===== src/rtl/udp_tx_framer.sv =====
// UDP transmit framer: emits the 8-byte UDP header followed by FIFO payload,
// one DW-bit beat per ip_rq cycle, with underrun and abort detection.
//
// state   | meaning
// --------+------------------------------------------------------------
// S_IDLE  | waiting for tx_go; header fields may be re-latched
// S_ARMED | fields latched, waiting for the first ip_rq (beat 0)
// S_HDR   | streaming header beats 1 .. HB-1
// S_PAY   | streaming payload beats HB .. HB+PB-1
// S_DONE  | one-cycle done pulse, then back to idle
module udp_tx_framer #(
    parameter int DW       = 4,
    parameter int CKSUM_EN = 1
) (
    input  logic          mii_tx_clk,
    input  logic          rst_n,
    input  logic          tx_go,
    input  logic [15:0]   data_len,
    input  logic [15:0]   sour_port,
    input  logic [15:0]   dest_port,
    input  logic [15:0]   udp_ck_sum,
    output logic [15:0]   ip_len,
    input  logic          ip_rq,
    output logic [DW-1:0] ip_data,
    output logic          fifo_rq,
    input  logic [DW-1:0] fifo_da,
    input  logic          fifo_empty,
    output logic          busy,
    output logic          done,
    output logic          underrun,
    output logic          abort
);
    localparam int          HB    = 64 / DW;
    localparam logic [16:0] HB_M1 = 17'(HB - 1);

    typedef enum logic [2:0] {
        S_IDLE,
        S_ARMED,
        S_HDR,
        S_PAY,
        S_DONE
    } state_t;

    state_t        state_q, state_d;
    logic [16:0]   cnt_q, cnt_d;
    logic [15:0]   sport_q, sport_d;
    logic [15:0]   dport_q, dport_d;
    logic [15:0]   dlen_q, dlen_d;
    logic [15:0]   len_q, len_d;
    logic [15:0]   ck_q, ck_d;
    logic [DW-1:0] data_q, data_d;
    logic          under_q, under_d;
    logic          abort_q, abort_d;
    logic          empty_q, empty_d;

    logic [16:0]   pb;
    logic [16:0]   last_idx;
    logic [63:0]   hdr;
    logic [63:0]   hdr_ord;
    logic [DW-1:0] hdr_beat;
    logic          in_beat_state;

    // Payload beat count: two nibbles or one byte per payload byte.
    always_comb begin
        if (DW == 4) begin
            pb = {dlen_q, 1'b0};
        end else begin
            pb = {1'b0, dlen_q};
        end
        last_idx = HB_M1 + pb;
    end

    // On the nibble path each byte goes out low nibble first, so swap nibbles
    // up front and then every datapath simply walks the vector MSB-first.
    always_comb begin
        hdr     = {sport_q, dport_q, len_q, ck_q};
        hdr_ord = hdr;
        if (DW == 4) begin
            for (int b = 0; b < 8; b++) begin
                hdr_ord[8*b +: 8] = {hdr[8*b +: 4], hdr[8*b+4 +: 4]};
            end
        end
    end

    always_comb begin
        hdr_beat = '0;
        for (int k = 0; k < HB; k++) begin
            if (cnt_q[3:0] == 4'(k)) begin
                hdr_beat = hdr_ord[DW*(HB-1-k) +: DW];
            end
        end
    end

    assign in_beat_state = (state_q == S_HDR) || (state_q == S_PAY);
    assign fifo_rq       = in_beat_state && ip_rq &&
                           (cnt_q >= HB_M1) && (cnt_q < last_idx);

    always_comb begin
        state_d = state_q;
        cnt_d   = cnt_q;
        sport_d = sport_q;
        dport_d = dport_q;
        dlen_d  = dlen_q;
        len_d   = len_q;
        ck_d    = ck_q;
        data_d  = '0;
        under_d = under_q;
        abort_d = 1'b0;
        empty_d = 1'b0;

        case (state_q)
            S_IDLE: begin
                cnt_d = '0;
                if (tx_go) begin
                    sport_d = sour_port;
                    dport_d = dest_port;
                    dlen_d  = data_len;
                    len_d   = data_len + 16'd8;
                    ck_d    = (CKSUM_EN != 0) ? udp_ck_sum : 16'h0000;
                    under_d = 1'b0;
                    state_d = S_ARMED;
                end
            end
            S_ARMED: begin
                if (ip_rq) begin
                    data_d  = hdr_beat;
                    cnt_d   = cnt_q + 17'd1;
                    state_d = S_HDR;
                end
            end
            S_HDR: begin
                if (!ip_rq) begin
                    abort_d = 1'b1;
                    cnt_d   = '0;
                    state_d = S_IDLE;
                end else begin
                    data_d = hdr_beat;
                    cnt_d  = cnt_q + 17'd1;
                    if (cnt_q == HB_M1) begin
                        state_d = (pb == 17'd0) ? S_DONE : S_PAY;
                    end
                end
            end
            S_PAY: begin
                if (!ip_rq) begin
                    abort_d = 1'b1;
                    cnt_d   = '0;
                    state_d = S_IDLE;
                end else begin
                    // A read issued against an empty FIFO yields a zero beat.
                    data_d = empty_q ? '0 : fifo_da;
                    cnt_d  = cnt_q + 17'd1;
                    if (cnt_q == last_idx) begin
                        state_d = S_DONE;
                    end
                end
            end
            S_DONE: begin
                cnt_d   = '0;
                state_d = S_IDLE;
            end
            default: begin
                cnt_d   = '0;
                state_d = S_IDLE;
            end
        endcase

        if (fifo_rq && fifo_empty) begin
            under_d = 1'b1;
            empty_d = 1'b1;
        end
    end

    always_ff @(posedge mii_tx_clk or negedge rst_n) begin
        if (!rst_n) begin
            state_q <= S_IDLE;
            cnt_q   <= '0;
            sport_q <= '0;
            dport_q <= '0;
            dlen_q  <= '0;
            len_q   <= '0;
            ck_q    <= '0;
            data_q  <= '0;
            under_q <= 1'b0;
            abort_q <= 1'b0;
            empty_q <= 1'b0;
        end else begin
            state_q <= state_d;
            cnt_q   <= cnt_d;
            sport_q <= sport_d;
            dport_q <= dport_d;
            dlen_q  <= dlen_d;
            len_q   <= len_d;
            ck_q    <= ck_d;
            data_q  <= data_d;
            under_q <= under_d;
            abort_q <= abort_d;
            empty_q <= empty_d;
        end
    end

    assign ip_len   = len_q;
    assign ip_data  = data_q;
    assign busy     = (state_q != S_IDLE);
    assign done     = (state_q == S_DONE);
    assign underrun = under_q;
    assign abort    = abort_q;

endmodule


===== config.mk =====
export PLATFORM = sky130hd
export DESIGN_NAME = udp_tx_framer
export DESIGN_NICKNAME = d
export VERILOG_FILES = /design/src/rtl/udp_tx_framer.sv
export SDC_FILE = /design/constraint.sdc
export NUM_CORES = 1
export LEC_CHECK = 0
export BUFFER_PORTS_ARGS = -buffer_cell sky130_fd_sc_hd__buf_2
export CAP_MARGIN = 20
export CORE_ASPECT_RATIO = 0.5
export CORE_MARGIN = 4
export CORE_UTILIZATION = 40
export CTS_CLUSTER_SIZE = 10
export DETAILED_ROUTE_END_ITERATION = 12
export PLACE_DENSITY = 0.6
export REMOVE_ABC_BUFFERS = 1
export SKIP_CTS_REPAIR_TIMING = 1
export SYNTH_ARGS = -nofsm -noshare
export SYNTH_HDL_FRONTEND = slang
export SYNTH_SLANG_ARGS = --single-unit

===== constraint.sdc =====
create_clock -name mii_tx_clk -period 2.89 [get_ports mii_tx_clk]
set_clock_uncertainty 0.15 [all_clocks]
set_input_delay 0.4335 -clock mii_tx_clk [delete_from_list [all_inputs] [get_ports mii_tx_clk]]
set_output_delay 0.4335 -clock mii_tx_clk [all_outputs]
set_load 0.01 [all_outputs]

==> report_table.html <==
<table>
<tr><th>Metric</th><th>Value</th></tr>
<tr><th colspan="2">Setup path</th></tr>
<tr><td>Kind of cell with the highest combined delay on the critical path</td><td>compound AO/OA/AOI/OAI gates</td></tr>
<tr><td>Crit path capture type</td><td>output pin</td></tr>
<tr><td>Critical register-to-register path startpoint</td><td>dlen_q[1]$_DFFE_PN0P_</td></tr>
<tr><td>Critical path, cell by cell</td><td>buf_4 &gt; nor3_1 &gt; buf_4 &gt; nor2_2 &gt; xnor2_1 &gt; ha_1 &gt; and4_1 &gt; o211ai_1 &gt; o211ai_1 &gt; a2111oi_2 &gt; buf_2</td></tr>
<tr><td>WS Path Type</td><td>flop to output pin</td></tr>
<tr><td>Highest-delay cell along the critical path</td><td>sky130_fd_sc_hd__a2111oi_2</td></tr>
<tr><td>Launch point of the worst path</td><td>dlen_q[1]$_DFFE_PN0P_</td></tr>
<tr><td>WP buf/inv</td><td>3</td></tr>
<tr><td>Biggest fanout along the worst timing path</td><td>4</td></tr>
<tr><td>Worst path arrival time</td><td>2.88 ns</td></tr>
<tr><td>Startpoint class of the critical path</td><td>flop</td></tr>
<tr><td>CP required</td><td>2.31 ns</td></tr>
<tr><td>Largest incremental delay on the critical path</td><td>0.47 ns</td></tr>
<tr><th colspan="2">Clock network</th></tr>
<tr><td>Clock Pin Slew Worst Setup and Hold Paths</td><td>0.08 ns</td></tr>
<tr><td>Number of H-tree levels</td><td>3</td></tr>
<tr><td>CTS Root Cell</td><td>sky130_fd_sc_hd__clkbuf_16</td></tr>
<tr><td>Worst skew pair latency</td><td>0.35 ns</td></tr>
<tr><td>Number of clock sinks</td><td>104</td></tr>
<tr><td>Clock Tree Buf Depth</td><td>2</td></tr>
<tr><td>CTS Buf Count</td><td>9</td></tr>
<tr><td>TritonCTS clock tree</td><td>done</td></tr>
<tr><th colspan="2">Timing</th></tr>
<tr><td>Final Slew Violations</td><td>0</td></tr>
<tr><td>Post-route clock period utilization</td><td>120%</td></tr>
<tr><td>Setup repair after global routing missed its margin</td><td>true</td></tr>
<tr><td>Worst path setup slack after routing</td><td>-0.572 ns</td></tr>
<tr><td>Hold Vio Cnt, Final</td><td>0</td></tr>
<tr><td>Highest clock rate</td><td>289 MHz</td></tr>
<tr><td>Total of endpoints with negative setup slack in the final report</td><td>3</td></tr>
<tr><td>Worst slew margin relative to its limit</td><td>45.4%</td></tr>
<tr><td>Clock period minus final worst setup slack</td><td>3.46 ns</td></tr>
<tr><td>Worst Tran Pin Value</td><td>0.819 ns</td></tr>
<tr><td>Setup Total Neg Slack</td><td>-0.671 ns</td></tr>
<tr><th colspan="2">Cells and area</th></tr>
<tr><td>Diodes inserted</td><td>0</td></tr>
<tr><td>Nets@finish</td><td>915</td></tr>
<tr><td>Layout Area Growth over Synthesis</td><td>20.9%</td></tr>
<tr><td>Fraction of layout cells with a size suffix above 1</td><td>21.2%</td></tr>
<tr><td>Fin util</td><td>49.4%</td></tr>
<tr><th colspan="2">Route</th></tr>
<tr><td>Total via count after detailed routing</td><td>5504</td></tr>
<tr><td>1st-pass router iterations</td><td>5</td></tr>
<tr><td>Count of nets left with antenna violations after detail routing</td><td>0</td></tr>
<tr><td>Routed length per instance</td><td>16.5 um</td></tr>
<tr><td>Number of remaining DRC errors</td><td>0</td></tr>
<tr><td>Initial DRC count</td><td>366</td></tr>
<tr><td>Final wirelength</td><td>16800 um</td></tr>
<tr><td>Number of vias per cell after detailed routing</td><td>5.38</td></tr>
<tr><th colspan="2">Floorplan</th></tr>
<tr><td>X dimension of the die</td><td>180 um</td></tr>
<tr><td>Starting Density</td><td>40.9%</td></tr>
<tr><td>Placeable Area</td><td>14500 um2</td></tr>
<tr><td>Ports</td><td>98</td></tr>
<tr><td>Overall die area</td><td>17000 um2</td></tr>
<tr><td>Vertical die dimension</td><td>94.1 um</td></tr>
<tr><td>Number of core rows</td><td>31</td></tr>
<tr><th colspan="2">Synth</th></tr>
<tr><td>Synthesized flop and latch total</td><td>104</td></tr>
<tr><td>Number of flops mapped to enable cells by yosys</td><td>0</td></tr>
<tr><td>Gate count of the mapped netlist</td><td>713</td></tr>
<tr><td>Cell area after technology mapping</td><td>5930 um2</td></tr>
<tr><td>Dominant synthesized flop cell</td><td>sky130_fd_sc_hd__dfrtp_1</td></tr>
<tr><td>Largest area contributor in the netlist</td><td>sky130_fd_sc_hd__dfrtp_1</td></tr>
<tr><td>Count leader, synth</td><td>sky130_fd_sc_hd__nand2_1</td></tr>
<tr><td>Yosys warning count</td><td>0</td></tr>
<tr><td>Leading post-synthesis cells by cell area</td><td>sky130_fd_sc_hd__dfrtp_1 (44%), sky130_fd_sc_hd__nand2_1 (14%), sky130_fd_sc_hd__ha_1 (4.6%)</td></tr>
<tr><td>Area share of the leading cell type in the synthesized netlist</td><td>43.9%</td></tr>
<tr><td>Async set or reset register ratio after synthesis</td><td>100%</td></tr>
<tr><td>Post-synth cell types</td><td>63</td></tr>
<tr><td>Average instance area after synthesis</td><td>8.32 um2</td></tr>
<tr><td>Portion of the post-synthesis area used by sequential elements</td><td>43.9%</td></tr>
<tr><td>Post-synth top cells</td><td>sky130_fd_sc_hd__nand2_1 (227), sky130_fd_sc_hd__dfrtp_1 (104), sky130_fd_sc_hd__o21ai_0 (45)</td></tr>
<tr><th colspan="2">Global routing</th></tr>
<tr><td>Via count of the first global-routing pass</td><td>5308</td></tr>
<tr><td>Wire length of the first global-routing pass</td><td>27600 um</td></tr>
<tr><td>Largest net degree at the start of global routing</td><td>84</td></tr>
<tr><td>Number of antenna violations at the first check in global routing</td><td>0</td></tr>
<tr><td>Global route total overflow</td><td>0</td></tr>
<tr><td>Global-route usage over all layers</td><td>20.0%</td></tr>
<tr><th colspan="2">Place</th></tr>
<tr><td>Port buffer count</td><td>97</td></tr>
<tr><td>Sum of net half-perimeters after detailed placement</td><td>12300 um</td></tr>
<tr><td>Pre-CTS setup slack</td><td>-0.299 ns</td></tr>
<tr><td>Final weighted congestion in routability-driven placement</td><td>0.860</td></tr>
<tr><th colspan="2">Min path</th></tr>
<tr><td>Worst Hold Class</td><td>primary input to flop</td></tr>
<tr><td>Worst Min Path Start</td><td>udp_ck_sum[3]</td></tr>
<tr><th colspan="2">Power</th></tr>
<tr><td>Worst ir drop on vdd</td><td>0.372 mV</td></tr>
<tr><td>Leakage</td><td>0.00350 uW</td></tr>
<tr><td>PD cells</td><td>955 nW/um2</td></tr>
<tr><th colspan="2">Outcome</th></tr>
<tr><td>Outcome</td><td>complete, but fails checks</td></tr>
<tr><td>Violations in the final reports</td><td>negative setup slack</td></tr>
<tr><th colspan="2">Flow run</th></tr>
<tr><td>Total of max-cap violations</td><td>0</td></tr>
</table>
[registers in the layout, summed over array words and instances, names as in the netlist]
register  flops
cnt_q        17
ck_q         16
dlen_q       16
dport_q      16
sport_q      16
ip_len       13
ip_data       4
state_q       3
abort         1
empty_q       1
underrun      1
[metal layers]
metal | track usage (%) | vias to the layer above | wire [um]
met1 | 29.0 | 2645 | 8290
met2 | 31.6 | 154 | 7560
li1 | - | 2683 | -
met5 | 0 | - | 0
met4 | 5.16 | 0 | 228
met3 | 3.21 | 22 | 772
[final cells by class]
type                    instances  area (um2)
clock inverters                 7        70.1
fillers                      1444        7330
repair buffers                139         856
flip-flops and latches        104        2600
inverters                      17        63.8
multi-input cells             549        3110
clock buffers                   9         225
well taps                     198         248
[cells in the final DEF (no fill, tap or decap), types with 11 or more instances in the layout]
cell / instances
sky130_fd_sc_hd__o21ai_0: 45
sky130_fd_sc_hd__inv_1: 16
sky130_fd_sc_hd__buf_4: 38
sky130_fd_sc_hd__nand2_1: 226
sky130_fd_sc_hd__xor2_1: 15
sky130_fd_sc_hd__buf_2: 96
sky130_fd_sc_hd__a21oi_1: 26
sky130_fd_sc_hd__dfrtp_1: 104
sky130_fd_sc_hd__xnor2_1: 11
sky130_fd_sc_hd__nor2_1: 25
sky130_fd_sc_hd__ha_1: 21
sky130_fd_sc_hd__nand3_1: 16
sky130_fd_sc_hd__a31oi_1: 14
[worst reg2reg max path, delay by kind of cell (launching register included)]
kind                       cells  cell delay (ns)
AOI/OAI and AO/OA              1             0.18
adders and majority gates      1             0.26
muxes                          1             0.35
and+or+nand+nor                7             0.94
xor gates and xnor gates       1             0.16
buffers and inverters          3             0.43
DFF                            1             0.40
[cell families after synthesis]
kind of cell | Yosys count | share of synthesized area (%)
compound gates | 157 | 17.3
xor+xnor | 26 | 3.84
fa+ha+maj | 22 | 4.64
buf+inv | 60 | 4.45
flops | 104 | 43.9
mux | 2 | 0.358
simple gates | 342 | 25.6
[report_power, final]
group	internal, uW	switching [uW]
logic	1320	1820
registers	2020	446
clock network	614	626
total	3960	2900
[metrics by stage]
| stage | hold slack [ns] | std cells | area [um2] | total power (uW) |
|---|---|---|---|---|
| after global placement | 0.270 | 1002 | 6800 | 5490 |
| after CTS | -0.105 | 1018 | 7100 | 6820 |
| after floorplan | -0.0121 | 670 | 5730 | 4260 |
| final | 0.110 | 1023 | 7170 | 6850 |
| after detailed placement | 0.274 | 1002 | 6800 | 5560 |
| after global routing | 0.103 | 1023 | 7170 | 7400 |
[path summary, 6_finish.rpt]
kind | endpoint | slack [ns] | cells after the start
setup / recovery | fifo_rq | -0.57 | 11
hold / removal | ck_q[3]$_DFFE_PN0P_ | 0.11 | 3
setup reg to reg | state_q[0]$_DFFE_PN0P_ | -0.09 | 14
hold reg to reg | dport_q[3]$_DFFE_PN0P_ | 0.32 | 2
max in group asynchronous | ip_len[12]$_DFFE_PN0P_ | 1.39 | 3
min in group asynchronous | cnt_q[8]$_DFFE_PN0N_ | 0.43 | 2
Power figures use the tool's default switching activity.
